### src/rtl/prog_loader.sv
// prog_loader: assembles chunk-stream words into instruction RAM and holds the CPU in reset until loaded (LOADER_CHECKSUM_EN adds a trailing checksum word)
module prog_loader #(
   parameter int INST_WIDTH  = 16,
   parameter int ADDR_WIDTH  = 8,
   parameter int CHUNK_WIDTH = 8,
   parameter int NUM_WORDS   = 256,
   parameter int RST_HOLD    = 4
) (
   input  logic                   Clk,
   input  logic                   Reset,
   input  logic                   Start,
   input  logic [CHUNK_WIDTH-1:0] Chunk_In,
   input  logic                   Chunk_Valid,
   output logic                   Chunk_Ready,
   output logic                   Ram_Inst_Write,
   output logic [ADDR_WIDTH-1:0]  Inst_Addr,
   output logic [INST_WIDTH-1:0]  Ram_Inst_In,
   output logic                   Cpu_Reset,
   output logic                   Busy,
   output logic                   Done,
   output logic                   Error
);
   localparam int CPW = INST_WIDTH / CHUNK_WIDTH;
   localparam int CW = $clog2(CPW + 1);
   localparam int HW = $clog2(RST_HOLD + 1);
   localparam logic [ADDR_WIDTH-1:0] LAST_ADDR = ADDR_WIDTH'(NUM_WORDS - 1);
`ifdef LOADER_CHECKSUM_EN
   typedef enum logic [2:0] {IDLE, ASSEMBLE, WRITE, CHECK, HOLD, RUN, ERROR} state_t;
`else
   typedef enum logic [2:0] {IDLE, ASSEMBLE, WRITE, HOLD, RUN} state_t;
`endif
   state_t state;
   logic [CW-1:0] cnt;
   logic [HW-1:0] hold_cnt;
   logic [INST_WIDTH-1:0] shifted;
   logic take;
   logic last_chunk;
   assign take = Chunk_Valid && Chunk_Ready;
   assign last_chunk = cnt == CW'(CPW - 1);
   assign shifted = (Ram_Inst_In << CHUNK_WIDTH) | INST_WIDTH'(Chunk_In);
`ifdef LOADER_CHECKSUM_EN
   logic [INST_WIDTH-1:0] acc;
   logic [INST_WIDTH-1:0] sum;
   assign sum = shifted + acc;
`else
   assign Error = 1'b0;
`endif
   // Output flags are loaded together with the state they belong to: {ready, write, cpu_reset, busy, done}
   function automatic logic [4:0] flags(input state_t s);
      logic rdy;
`ifdef LOADER_CHECKSUM_EN
      rdy = s == ASSEMBLE || s == CHECK;
`else
      rdy = s == ASSEMBLE;
`endif
      return {rdy, s == WRITE, s != RUN, rdy || s == WRITE || s == HOLD, s == RUN};
   endfunction
   // Load sequencer: state, word assembly, address, hold timer and registered outputs advance together
   always_ff @(posedge Clk) begin
      if (Reset) begin
         state <= IDLE;
         {Chunk_Ready, Ram_Inst_Write, Cpu_Reset, Busy, Done} <= flags(IDLE);
         Inst_Addr <= '0;
         Ram_Inst_In <= '0;
         cnt <= '0;
         hold_cnt <= '0;
`ifdef LOADER_CHECKSUM_EN
         acc <= '0;
         Error <= 1'b0;
`endif
      end else begin
         case (state)
            ASSEMBLE: if (take) begin
               Ram_Inst_In <= shifted;
               cnt <= last_chunk ? '0 : cnt + 1'b1;
               if (last_chunk) begin
                  state <= WRITE;
                  {Chunk_Ready, Ram_Inst_Write, Cpu_Reset, Busy, Done} <= flags(WRITE);
               end
            end
            WRITE: begin
`ifdef LOADER_CHECKSUM_EN
               acc <= acc + Ram_Inst_In;
`endif
               hold_cnt <= '0;
               if (Inst_Addr == LAST_ADDR) begin
`ifdef LOADER_CHECKSUM_EN
                  state <= CHECK;
                  {Chunk_Ready, Ram_Inst_Write, Cpu_Reset, Busy, Done} <= flags(CHECK);
`else
                  state <= HOLD;
                  {Chunk_Ready, Ram_Inst_Write, Cpu_Reset, Busy, Done} <= flags(HOLD);
`endif
               end else begin
                  Inst_Addr <= Inst_Addr + 1'b1;
                  state <= ASSEMBLE;
                  {Chunk_Ready, Ram_Inst_Write, Cpu_Reset, Busy, Done} <= flags(ASSEMBLE);
               end
            end
`ifdef LOADER_CHECKSUM_EN
            CHECK: if (take) begin
               Ram_Inst_In <= shifted;
               cnt <= last_chunk ? '0 : cnt + 1'b1;
               if (last_chunk) begin
                  Error <= sum != '0;
                  if (sum == '0) begin
                     state <= HOLD;
                     {Chunk_Ready, Ram_Inst_Write, Cpu_Reset, Busy, Done} <= flags(HOLD);
                  end else begin
                     state <= ERROR;
                     {Chunk_Ready, Ram_Inst_Write, Cpu_Reset, Busy, Done} <= flags(ERROR);
                  end
               end
            end
`endif
            HOLD: if (hold_cnt == HW'(RST_HOLD - 1)) begin
               state <= RUN;
               {Chunk_Ready, Ram_Inst_Write, Cpu_Reset, Busy, Done} <= flags(RUN);
            end else begin
               hold_cnt <= hold_cnt + 1'b1;
            end
            default: if (Start) begin
               state <= ASSEMBLE;
               {Chunk_Ready, Ram_Inst_Write, Cpu_Reset, Busy, Done} <= flags(ASSEMBLE);
               Inst_Addr <= '0;
               cnt <= '0;
`ifdef LOADER_CHECKSUM_EN
               acc <= '0;
               Error <= 1'b0;
`endif
            end
         endcase
      end
   end
endmodule
### config.mk
export PLATFORM = sky130hd
export DESIGN_NAME = prog_loader
export DESIGN_NICKNAME = d
export VERILOG_FILES = /design/src/rtl/prog_loader.sv
export SDC_FILE = /design/constraint.sdc
export NUM_CORES = 1
export LEC_CHECK = 0
export ABC_AREA = 1
export CAP_MARGIN = 20
export CORE_MARGIN = 1.5
export CORE_UTILIZATION = 50
export CTS_BUF_LIST = sky130_fd_sc_hd__clkbuf_2
export CTS_CLUSTER_SIZE = 12
export DETAILED_ROUTE_END_ITERATION = 8
export DONT_BUFFER_PORTS = 1
export HOLD_SLACK_MARGIN = 0.06
export MAX_ROUTING_LAYER = met4
export SLEW_MARGIN = 20
export SYNTH_ARGS = -nofsm -noshare
export SYNTH_HDL_FRONTEND = slang
export SYNTH_SLANG_ARGS = --single-unit
export TNS_END_PERCENT = 100
### constraint.sdc
create_clock -name Clk -period 2.15 [get_ports Clk]
set_clock_uncertainty 0.2 [all_clocks]
set_input_delay 0.1075 -clock Clk [delete_from_list [all_inputs] [get_ports Clk]]
set_output_delay 0.1075 -clock Clk [all_outputs]
set_load 0.005 [all_outputs]
==> summary.md, run 1 <==
| Metric | Value |
|---|---|
| DR WL/cell | `11.4 um` |
| Worst Hold Endpoint | `Ram_Inst_In[5]` |
| Worst setup path category | `flip-flop to flip-flop` |
| Clock tree root buffer cell | `clkbuf_2` |
| Initial drt markers | `60` |
| Hold Worst Slack | `0.219 ns` |
| Hold Path Cell Cnt | `3` |
| Core area | `3100 um^2` |
| Sequential share of the synthesized area | `45.0%` |
| Post-Synthesis Cells | `240` |
| Synth Flop Type | `dfxtp_1` |
| Final hold vios | `0` |
| Synth warnings | `0` |
| Initial antenna violation count | `0` |
| Layout cells sized above 1 | `7.14%` |
| Crit-path cells | `ha_1 > nand2_1 > nor2_1 > nand3_1 > nand3_2 > nand2_1 > nand2_1 > nor2_1` |
| Crit path top cell by count | `nand2_1` |
| Setup Fix Bufs, Post-CTS | `0` |
| Arr. time, crit path | `1.90 ns` |
| Clock Latency Late Sink | `0.39 ns` |
| Clock Sinks | `37` |
| Tightest Pin Transition | `0.653 ns` |
| Max incr delay on CP | `0.43 ns` |
| Critical path required time | `2.26 ns` |
| Clock buffer count from CTS | `5` |
| Area Overhead vs Synth | `10.1%` |
| Initial Util | `53.1%` |
| DIE AREA | `3650 um^2` |
| Ports | `42` |
| Synth cell types | `21` |
| Post-DRT Antenna Nets | `0` |
| Total grt overflow | `0` |
| CP max FO | `11` |
| Reg-to-Reg Start | `Inst_Addr[0]` |
| Post-synth EDFFs | `0` |
| Worst rel slew slack | `56.4%` |
| Max_cap viols | `0` |
| RSZ-0062 raised after global routing | `no` |
| Total track usage | `20.2%` |
| Drt pass-1 iters | `4` |
| Maximum VDD drop | `0.932 mV` |
| Gpl congestion | `0.913` |
| Post_cts resized | `0` |
| Worst setup SP type | `flip-flop` |
| Cell with the most instances after synthesis | `nor2_1` |
| Drt drc | `0` |
| FMAX | `561 MHz` |
| Status | `complete, no violations` |
| R2R setup slack | `0.37 ns` |
| PwrDens | `1040 nW/um^2` |
| DP Cell Count | `277` |
| Critical Path Slowest Stage Cell | `dfxtp_1` |
| Period utilisation layout | `83.0%` |
| Die Y | `60.4 um` |
| R2R Path End | `Inst_Addr[0]` |
| Post-DP HPWL | `2390 um` |
| Top-area cell type share of the netlist area | `45.0%` |
| First-pass GRT wire length | `5310 um` |
| Min-delay src | `Chunk_In[5]` |
| Final std cells w/o fill | `296` |
| Via count of the first global-routing pass | `1225` |
| Max H-tree Level | `2` |
| CP Capture Type | `flip-flop` |
| Post-Syn Area | `1650 um^2` |
| Die W | `60.4 um` |
| Detailed-route via count | `1477` |
| Largest net degree at the start of global routing | `26` |
| Maximum root-to-sink buffer count | `2` |
| DR vias/cell | `4.99` |
| Syn nets | `255` |
| Endpoints failing setup | `0` |
| Yosys reg bits | `37` |
| Register area | `741 um^2` |
| Setup TNS | `0 ns` |
| DRT Wirelength | `3380 um` |
| Ys async rst share | `0%` |
| CTS tree | `done` |
| Ant diodes | `0` |
| Hold Crit Class | `input pin to flip-flop` |
| Leading area contributor after synthesis | `dfxtp_1` |
| Crit path time final | `1.78 ns` |
| PortBufs | `0` |
| Worst Reg-to-Reg Cells | `8` |
| Area contributors post-synth | `dfxtp_1 45%, nor2_1 13%, nand2_1 12%` |
| Max Slew Vio Count | `0` |
| Syn_area_per_cell | `6.86 um^2` |
| Fillers | `312` |
| Top cells by count, synth | `57 x nor2_1, 52 x nand2_1, 37 x dfxtp_1` |
| Fin nets | `266` |
| Lkg Pwr | `0.797 nW` |
| Multi-input logic area | `763 um^2` |
| Clk pin slew, worst setup/hold paths | `0.19 ns` |
| Row Count | `20` |
-- power breakdown --
part	switching (W)	internal [W]	total [W]
Clock	0.000233	0.0000768	0.000310
Combinational	0.000434	0.000224	0.000658
Sequential	0.000114	0.000808	0.000922
Total	0.000781	0.00111	0.00189
-- cell families after synthesis --
kind of cell | Yosys count | share of synthesized area (%)
AOI/OAI and AO/OA | 35 | 10.9
xor gates and xnor gates | 1 | 0.532
adders and majority gates | 3 | 2.28
buffers and inverters | 33 | 8.66
DFF | 37 | 45.0
other | 1 | 0.228
and+or+nand+nor | 130 | 32.4
-- metrics by stage --
step,instance area [um^2],power [W],utilization [%],worst slack (ns)
finish,1810,0.00189,58.4,0.367
global route,1810,0.00206,58.4,0.211
CTS,1810,0.00190,58.4,0.353
detailed placement,1660,0.00158,53.5,0.386
global placement,1660,0.00156,53.5,0.463
floorplan,1650,0.00147,-,0.571
-- final cells by class --
class / instances / area share [%]
timing repair buffer: 12 / 6.49
inverter: 25 / 5.18
clock inverter: 3 / 0.966
sequential: 37 / 40.9
tap: 44 / 3.04
clock buffer: 5 / 1.38
multi-input combinational: 170 / 42.1
-- layout by cell type (no fill, tap or decap), types with 2 or more instances in the layout --
master         synthesis  final
nor2_1                57     57
nand2_1               52     52
dfxtp_1               37     37
inv_1                 22     22
o21ai_0               20     20
a21oi_1               13     13
dlygate4sd3_1          0     11
nand3_1               10     10
clkbuf_2               0      5
nand2_2                3      3
inv_2                  3      3
nand4_1                3      3
ha_1                   3      3
nor2_2                 2      2
o21bai_1               2      2
-- registers in the layout (all words and copies together), names as in the netlist --
signal,cells
Busy,1
Chunk_Ready,1
Cpu_Reset,1
Done,1
Inst_Addr,8
Ram_Inst_In,16
Ram_Inst_Write,1
cnt,2
hold_cnt,3
state,3
-- worst max-delay path: cells and delay by family, from the launching register on --
kind / cells / cell delay [ns]
and+or+nand+nor: 7 / 0.89
DFF: 1 / 0.43
adders and majority gates: 1 / 0.19
-- layer usage --
metal / part of all wire, % / global-route usage [%] / vias up
met4: 1.4 / 6.67 / 0
li1: - / - / 772
met1: 46 / 24.7 / 659
met2: 47 / 31.2 / 40
met3: 5.8 / 7.04 / 6
met5: 0 / - / -
-- worst max-delay path by stage --
| stage | from | endpoint | slack, ns | depth (start not counted) |
|---|---|---|---|---|
| after detailed placement | Inst_Addr[0] | Inst_Addr[0] | 0.39 | 8 |
| after global placement | Inst_Addr[1] | Inst_Addr[1] | 0.46 | 8 |
| after floorplan | Inst_Addr[0] | Inst_Addr[1] | 0.57 | 9 |
| after global routing | Inst_Addr[1] | Inst_Addr[3] | 0.21 | 7 |
| final | Inst_Addr[0] | Inst_Addr[0] | 0.37 | 8 |
| after CTS | Inst_Addr[0] | Inst_Addr[0] | 0.35 | 8 |
-- repair_timing --
action	4_1_cts	5_1_grt
hold buffers	11	0
endpoints found under the setup margin	0	0
hold endpoints to repair	37	0
Power figures use the tool's default switching activity.
==> inputs of run 2 (changes only) <==
==> constraint.sdc (replaced) <==
create_clock -name Clk -period 1.7 [get_ports Clk]
set_clock_uncertainty 0.2 [all_clocks]
set_input_delay 0.085 -clock Clk [delete_from_list [all_inputs] [get_ports Clk]]
set_output_delay 0.085 -clock Clk [all_outputs]
set_load 0.005 [all_outputs]
==> run 2 against run 1 <==
Net effect: the run now ends with negative hold slack left; worst setup slack got worse by 0.28 ns; total power increased by 37%; sequential cell count unchanged; sequential share of layout area decreased by 3.2 points; non-clock buffer count increased by 11; routed wire length increased by 5.4%; via count increased by 3.2%; cell count increased by 3.7%; sequential power increased by 26%; utilization increased by 5.4 points; cell area increased by 9.2%; combinational power increased by 60%; largest power group unchanged.
==> summary.md, run 2 (synthesized netlist as in run 1, its figures left out) <==
| Metric | Value |
|---|---|
| Pre-CTS WS | `-0.0343 ns (-0.420 ns)` |
| DR vias/cell | `4.97 (-0.45%)` |
| Clk pin slew, worst setup/hold paths | `0.20 ns (about the same)` |
| Total track usage | `22.0% (+1.7 points)` |
| Clock buffer count from CTS | `5 (unchanged)` |
| Ant diodes | `0 (unchanged)` |
| Setup ws final | `0.0854 ns (-0.281 ns)` |
| Ports | `42 (unchanged)` |
| Hold Path Cell Cnt | `1 (-2)` |
| Period utilisation layout | `95.0% (+12 points)` |
| Setup TNS | `0 ns (unchanged)` |
| CP Capture Type | `flip-flop` |
| Lkg Pwr | `0.862 nW (+8.2%)` |
| Top reg by flops | `Ram_Inst_In` |
| Hold-fix buffers, CTS | `11 (unchanged)` |
| Worst setup path category | `flip-flop to flip-flop` |
| Arr. time, crit path | `1.71 ns (-0.19 ns)` |
| Final hold vios | `10 (+10)` |
| Die Y | `60.4 um (unchanged)` |
| Max_cap viols | `0 (unchanged)` |
| Worst Setup SP | `state[1]` |
| PortBufs | `0 (unchanged)` |
| Endpoints failing setup | `0 (unchanged)` |
| Core area | `3100 um^2 (unchanged)` |
| Gpl congestion | `0.922 (+0.95%)` |
| Fin nets | `277 (+4.1%)` |
| CP max FO | `11 (unchanged)` |
| Detailed-route via count | `1525 (+3.2%)` |
| Hold Worst Slack | `-0.484 ns (-0.704 ns)` |
| Post-DRT Antenna Nets | `0 (unchanged)` |
| RSZ-0062 raised after global routing | `yes` |
| FMAX | `619 MHz (+10%)` |
| Met2 wire length | `1720 um (+8.3%)` |
| Commonest non-fill, non-tap cell in the layout | `nor2_1` |
| Critical path required time | `1.80 ns (-0.46 ns)` |
| Area Overhead vs Synth | `20.3%` |
| Total grt overflow | `0 (unchanged)` |
| Worst setup SP type | `flip-flop` |
| DIE AREA | `3650 um^2 (unchanged)` |
| Wire length on met3 | `272 um (+38%)` |
| PwrDens | `1310 nW/um^2 (+26%)` |
| Maximum VDD drop | `0.724 mV (-22%)` |
| Final Util | `63.8% (+5.4 points)` |
| Min-delay src | `Reset` |
| Commonest non-fill, non-tap cells in the layout | `55 x nor2_1, 49 x nand2_1, 35 x dfxtp_1` |
| Drt drc | `0 (unchanged)` |
| First-pass GRT wire length | `5730 um (+7.8%)` |
| Failing checks | `negative hold slack` |
| Maximum root-to-sink buffer count | `2 (unchanged)` |
| Die W | `60.4 um (unchanged)` |
| R2R setup slack | `0.09 ns (-0.28 ns)` |
| Drt pass-1 iters | `4 (unchanged)` |
| DR WL/cell | `11.6 um (+1.7%)` |
| R2R Path End | `Inst_Addr[5]` |
| Clock Latency Late Sink | `0.39 ns (about the same)` |
| Worst Hold Endpoint | `Inst_Addr[2]` |
| CTS tree | `done` |
| Layout cells sized above 1 | `15.6% (+8.4 points)` |
| Largest net degree at the start of global routing | `25 (-3.8%)` |
| Initial Util | `53.1% (unchanged)` |
| Hold Crit Class | `input pin to flip-flop` |
| M1 WL | `1520 um (-1.6%)` |
| Crit path time final | `1.61 ns (-0.169 ns)` |
| Power consumption | `0.00259 W (+37%)` |
| Status | `complete, but fails checks` |
| Via count of the first global-routing pass | `1298 (+6.0%)` |
| Number of flip-flops in the largest register | `16 (unchanged)` |
| Max Slew Vio Count | `0 (unchanged)` |
| Max H-tree Level | `2 (unchanged)` |
| Max Used Layer | `met4` |
| Biggest regs | `Ram_Inst_In (16), Inst_Addr (8)` |
| Clock Sinks | `37 (unchanged)` |
| Clock tree root buffer cell | `clkbuf_2` |
| Reg-to-Reg Start | `state[1]` |
| Worst Reg-to-Reg Cells | `7 (-1)` |
| DRT Wirelength | `3560 um (+5.4%)` |
| Initial antenna violation count | `0 (unchanged)` |
| Post-DP HPWL | `2520 um (+5.7%)` |
| Row Count | `20 (unchanged)` |
| Initial drt markers | `66 (+10%)` |
run 2: final cells by class:
class                      instances  area, um^2
clock buffer                       5        25.0
clock inverter                     3        17.5
fill                             302        1120
inverter                          25        96.3
multi-input combinational        170         837
sequential                        37         746
tap                               44        55.1
timing repair buffer              23         204
run 2: what timing repair did:
item,4_1_cts,5_1_grt
endpoints found under the setup margin,3,33
gates cloned,0,0
buffers inserted,0,1
hold endpoints to repair,37,10
resized for setup,2,23
pin swaps,0,3
run 2: power breakdown:
| part | total [W] | leakage (nW) | switching, W | internal [W] |
|---|---|---|---|---|
| combinational | 0.00105 | 0.529 | 0.000653 | 0.000393 |
| clock | 0.000387 | 0.0304 | 0.000290 | 0.0000971 |
| sequential | 0.00116 | 0.302 | 0.000138 | 0.00102 |
| total | 0.00259 | 0.862 | 0.00108 | 0.00151 |
run 2: worst max-delay path: stages, from the launching register on:
cell and delay (ns):
dfxtp_1 0.50, nand2_1 0.17, nand2_1 0.08, nand2_1 0.07, inv_1 0.13, nand3_4 0.15, o21bai_1 0.16, nor2_1 0.07
run 2: routing by layer:
metal  up-vias  global-route usage [%]
met4         0                    7.62
met2        40                    34.8
met1       679                    25.5
met5         -                       -
li1        800                       -
met3         6                    8.32
run 2: how the worst max path moves through the flow:
stage | to | slack [ns] | cells past startpoint
floorplan | Inst_Addr[1] | 0.12 | 9
detailed placement | state[2] | -0.03 | 9
CTS | Busy | 0.0003 | 9
global route | Inst_Addr[1] | -0.02 | 8
global placement | Done | 0.01 | 9
finish | Inst_Addr[5] | 0.09 | 7
run 2: per-stage QoR:
step,cells,instance area (um^2)
final,307,1980
after global routing,307,1980
after CTS,306,1900
after detailed placement,287,1740
after global placement,287,1740
after floorplan,240,1650
==> inputs of run 3 (changes only) <==
--- a/config.mk
+++ b/config.mk
@@ -15,6 +15,7 @@
 export DONT_BUFFER_PORTS = 1
 export HOLD_SLACK_MARGIN = 0.06
 export MAX_ROUTING_LAYER = met4
+export REMOVE_ABC_BUFFERS = 1
 export SLEW_MARGIN = 20
 export SYNTH_ARGS = -nofsm -noshare
 export SYNTH_HDL_FRONTEND = slang
==> run 3 against run 2 <==
Net effect: largest cell class unchanged; cell count up 0.98%; the run now ends clean; worst hold slack improved by 0.67 ns; combinational power about the same; sequential cell count stayed put.
==> summary.md, run 3 (synthesized netlist as in run 1, its figures left out) <==
| Metric | Value |
|---|---|
| Status | `complete, no violations` |
| Clk pin slew, worst setup/hold paths | `0.19 ns (about the same)` |
| Gpl congestion | `0.839 (-9.0%)` |
| Placed cell area | `1760 um^2 (+1.6%)` |
| Biggest regs | `Ram_Inst_In (16), Inst_Addr (8)` |
| Total track usage | `23.2% (+1.2 points)` |
| DR WL/cell | `12.3 um (+5.7%)` |
| Max Slew Vio Count | `0 (unchanged)` |
| DIE AREA | `3650 um^2 (unchanged)` |
| Final Util | `63.7% (-0.081 points)` |
| CTS tree | `done` |
| Maximum root-to-sink buffer count | `2 (unchanged)` |
| Critical Path Slowest Stage Cell | `dfxtp_2` |
| First-pass GRT wire length | `5940 um (+3.7%)` |
| Number of flip-flops in the largest register | `16 (unchanged)` |
| Reg-to-Reg Start | `hold_cnt[0]` |
| Largest delay share family, worst path | `simple AND/OR/NAND/NOR gates` |
| Core area | `3100 um^2 (unchanged)` |
| Via count of the first global-routing pass | `1395 (+7.5%)` |
| Critical path required time | `1.80 ns (about the same)` |
| Clock Latency Late Sink | `0.39 ns (about the same)` |
| Worst Reg-to-Reg Cells | `9 (+2)` |
| Worst Hold Endpoint | `Ram_Inst_In[3]` |
| Row Count | `20 (unchanged)` |
| Hold Crit Class | `input pin to flip-flop` |
| Power consumption | `0.00260 W (+0.33%)` |
| Max_cap viols | `0 (unchanged)` |
| Pre-CTS WS | `0.0313 ns (+0.0655 ns)` |
| Arr. time, crit path | `1.71 ns (about the same)` |
| Setup ws final | `0.0850 ns (-0.000412 ns)` |
| Fin area | `1980 um^2 (-0.13%)` |
| Initial Util | `53.1% (unchanged)` |
| Maximum VDD drop | `0.802 mV (+11%)` |
| R2R setup slack | `0.09 ns (about the same)` |
| R2R Path End | `state[2]` |
| Drt pass-1 iters | `4 (unchanged)` |
| Max H-tree Level | `2 (unchanged)` |
| Period utilisation layout | `95.0% (about the same)` |
| Ports | `42 (unchanged)` |
| DP Cell Count | `289 (+0.70%)` |
| Post-DP HPWL | `2660 um (+5.5%)` |
| DR vias/cell | `5.00 (+0.72%)` |
| Lkg Pwr | `0.891 nW (+3.4%)` |
| CP Capture Type | `flip-flop` |
| Die W | `60.4 um (unchanged)` |
| Worst setup SP type | `flip-flop` |
| Die Y | `60.4 um (unchanged)` |
| WP buf/inv | `1 (unchanged)` |
| Clock buffer count from CTS | `5 (unchanged)` |
| Clock Sinks | `37 (unchanged)` |
| Crit path time final | `1.61 ns (+0.000412 ns)` |
| Endpoints failing setup | `0 (unchanged)` |
| Final hold vios | `0 (-10)` |
| Worst Setup SP | `hold_cnt[0]` |
| Worst setup path category | `flip-flop to flip-flop` |
| Top reg by flops | `Ram_Inst_In` |
| Commonest non-fill, non-tap cell in the layout | `nor2_1` |
| Fillers | `314 (+4.0%)` |
| PwrDens | `1320 nW/um^2 (+0.46%)` |
| PortBufs | `0 (unchanged)` |
| Final std cells w/o fill | `310 (+0.98%)` |
| Hold Path Cell Cnt | `3 (+2)` |
| Largest net degree at the start of global routing | `17 (-32%)` |
| Min-delay src | `Chunk_In[3]` |
| Area Overhead vs Synth | `20.1%` |
| Crit-path cells | `ha_2 > ha_2 > inv_1 > nand4_1 > nand2_2 > nor2_4 > nand2_2 > nand2_1 > nor2_1` |
| Layout cells sized above 1 | `16.2% (+0.58 points)` |
| Fin nets | `280 (+1.1%)` |
| Drt drc | `0 (unchanged)` |
| Post-DRT Antenna Nets | `0 (unchanged)` |
| FMAX | `619 MHz (about the same)` |
| Initial antenna violation count | `0 (unchanged)` |
| Commonest non-fill, non-tap cells in the layout | `56 x nor2_1, 50 x nand2_1, 34 x dfxtp_1` |
| Detailed-route via count | `1551 (+1.7%)` |
| Ant diodes | `0 (unchanged)` |
| Initial drt markers | `89 (+35%)` |
| Total grt overflow | `0 (unchanged)` |
| Clock tree root buffer cell | `clkbuf_2` |
| CP max FO | `5 (-6)` |
| Max incr delay on CP | `0.38 ns (-0.12 ns)` |
| DRT Wirelength | `3800 um (+6.7%)` |
run 3: cell count changes in the layout (fill, tap and decap cells not counted), sizes merged:
cell / before / now
buf: 12 / 15
clkbuf: 5 / 6
inv: 25 / 24
run 3: layout make-up:
| class | instances | area, um^2 | share of cell area [%] |
|---|---|---|---|
| flip-flops and latches | 37 | 744 | 37.6 |
| clock buffers | 6 | 30.0 | 1.52 |
| well taps | 44 | 55.1 | 2.78 |
| clock inverters | 2 | 10.0 | 0.506 |
| multi-input cells | 170 | 808 | 40.9 |
| inverters | 25 | 95.1 | 4.81 |
| repair buffers | 26 | 235 | 11.9 |
run 3: timing repair:
| item | CTS | global route |
|---|---|---|
| pin swaps | 0 | 3 |
| hold buffers | 11 | 0 |
| setup endpoints to repair | 2 | 33 |
| gates cloned | 0 | 0 |
| gates resized for setup | 1 | 16 |
| hold endpoints to repair | 37 | 0 |
| setup buffers | 0 | 2 |
run 3: worst max-delay path by stage:
stage               cells after the start            to  slack [ns]
floorplan                               8  Inst_Addr[0]       -0.05
global placement                        9      state[2]        0.08
detailed placement                      9      state[2]        0.03
CTS                                     9      state[2]        0.01
global route                            9          Done       -0.03
finish                                  9      state[2]        0.09
run 3: metal layers:
metal / vias to the layer above / global-route usage (%) / routed length [um]
met5: - / - / 0
met4: 0 / 7.62 / 58
met3: 7 / 9.81 / 225
met2: 39 / 37.7 / 1840
met1: 708 / 25.7 / 1680
li1: 797 / - / -
run 3: per-stage QoR:
step / hold WS, ns / setup TNS, ns
after floorplan: -0.0459 / -0.213
after global placement: -0.0416 / 0
after global routing: 0.158 / -0.0848
final: 0.186 / 0
after CTS: 0.171 / 0
after detailed placement: -0.0407 / 0
run 3: tightest hold or removal path, cell delays in order:
cell and delay, ns:
dlygate4sd3_1 0.52, o21ai_0 0.08, nor2_1 0.07
run 3: report_power, final:
| group | internal [W] | switching, W | leakage, nW |
|---|---|---|---|
| sequential | 0.00103 | 0.000133 | 0.302 |
| clock | 0.000103 | 0.000297 | 0.0327 |
| combinational | 0.000393 | 0.000650 | 0.556 |
| total | 0.00152 | 0.00108 | 0.891 |
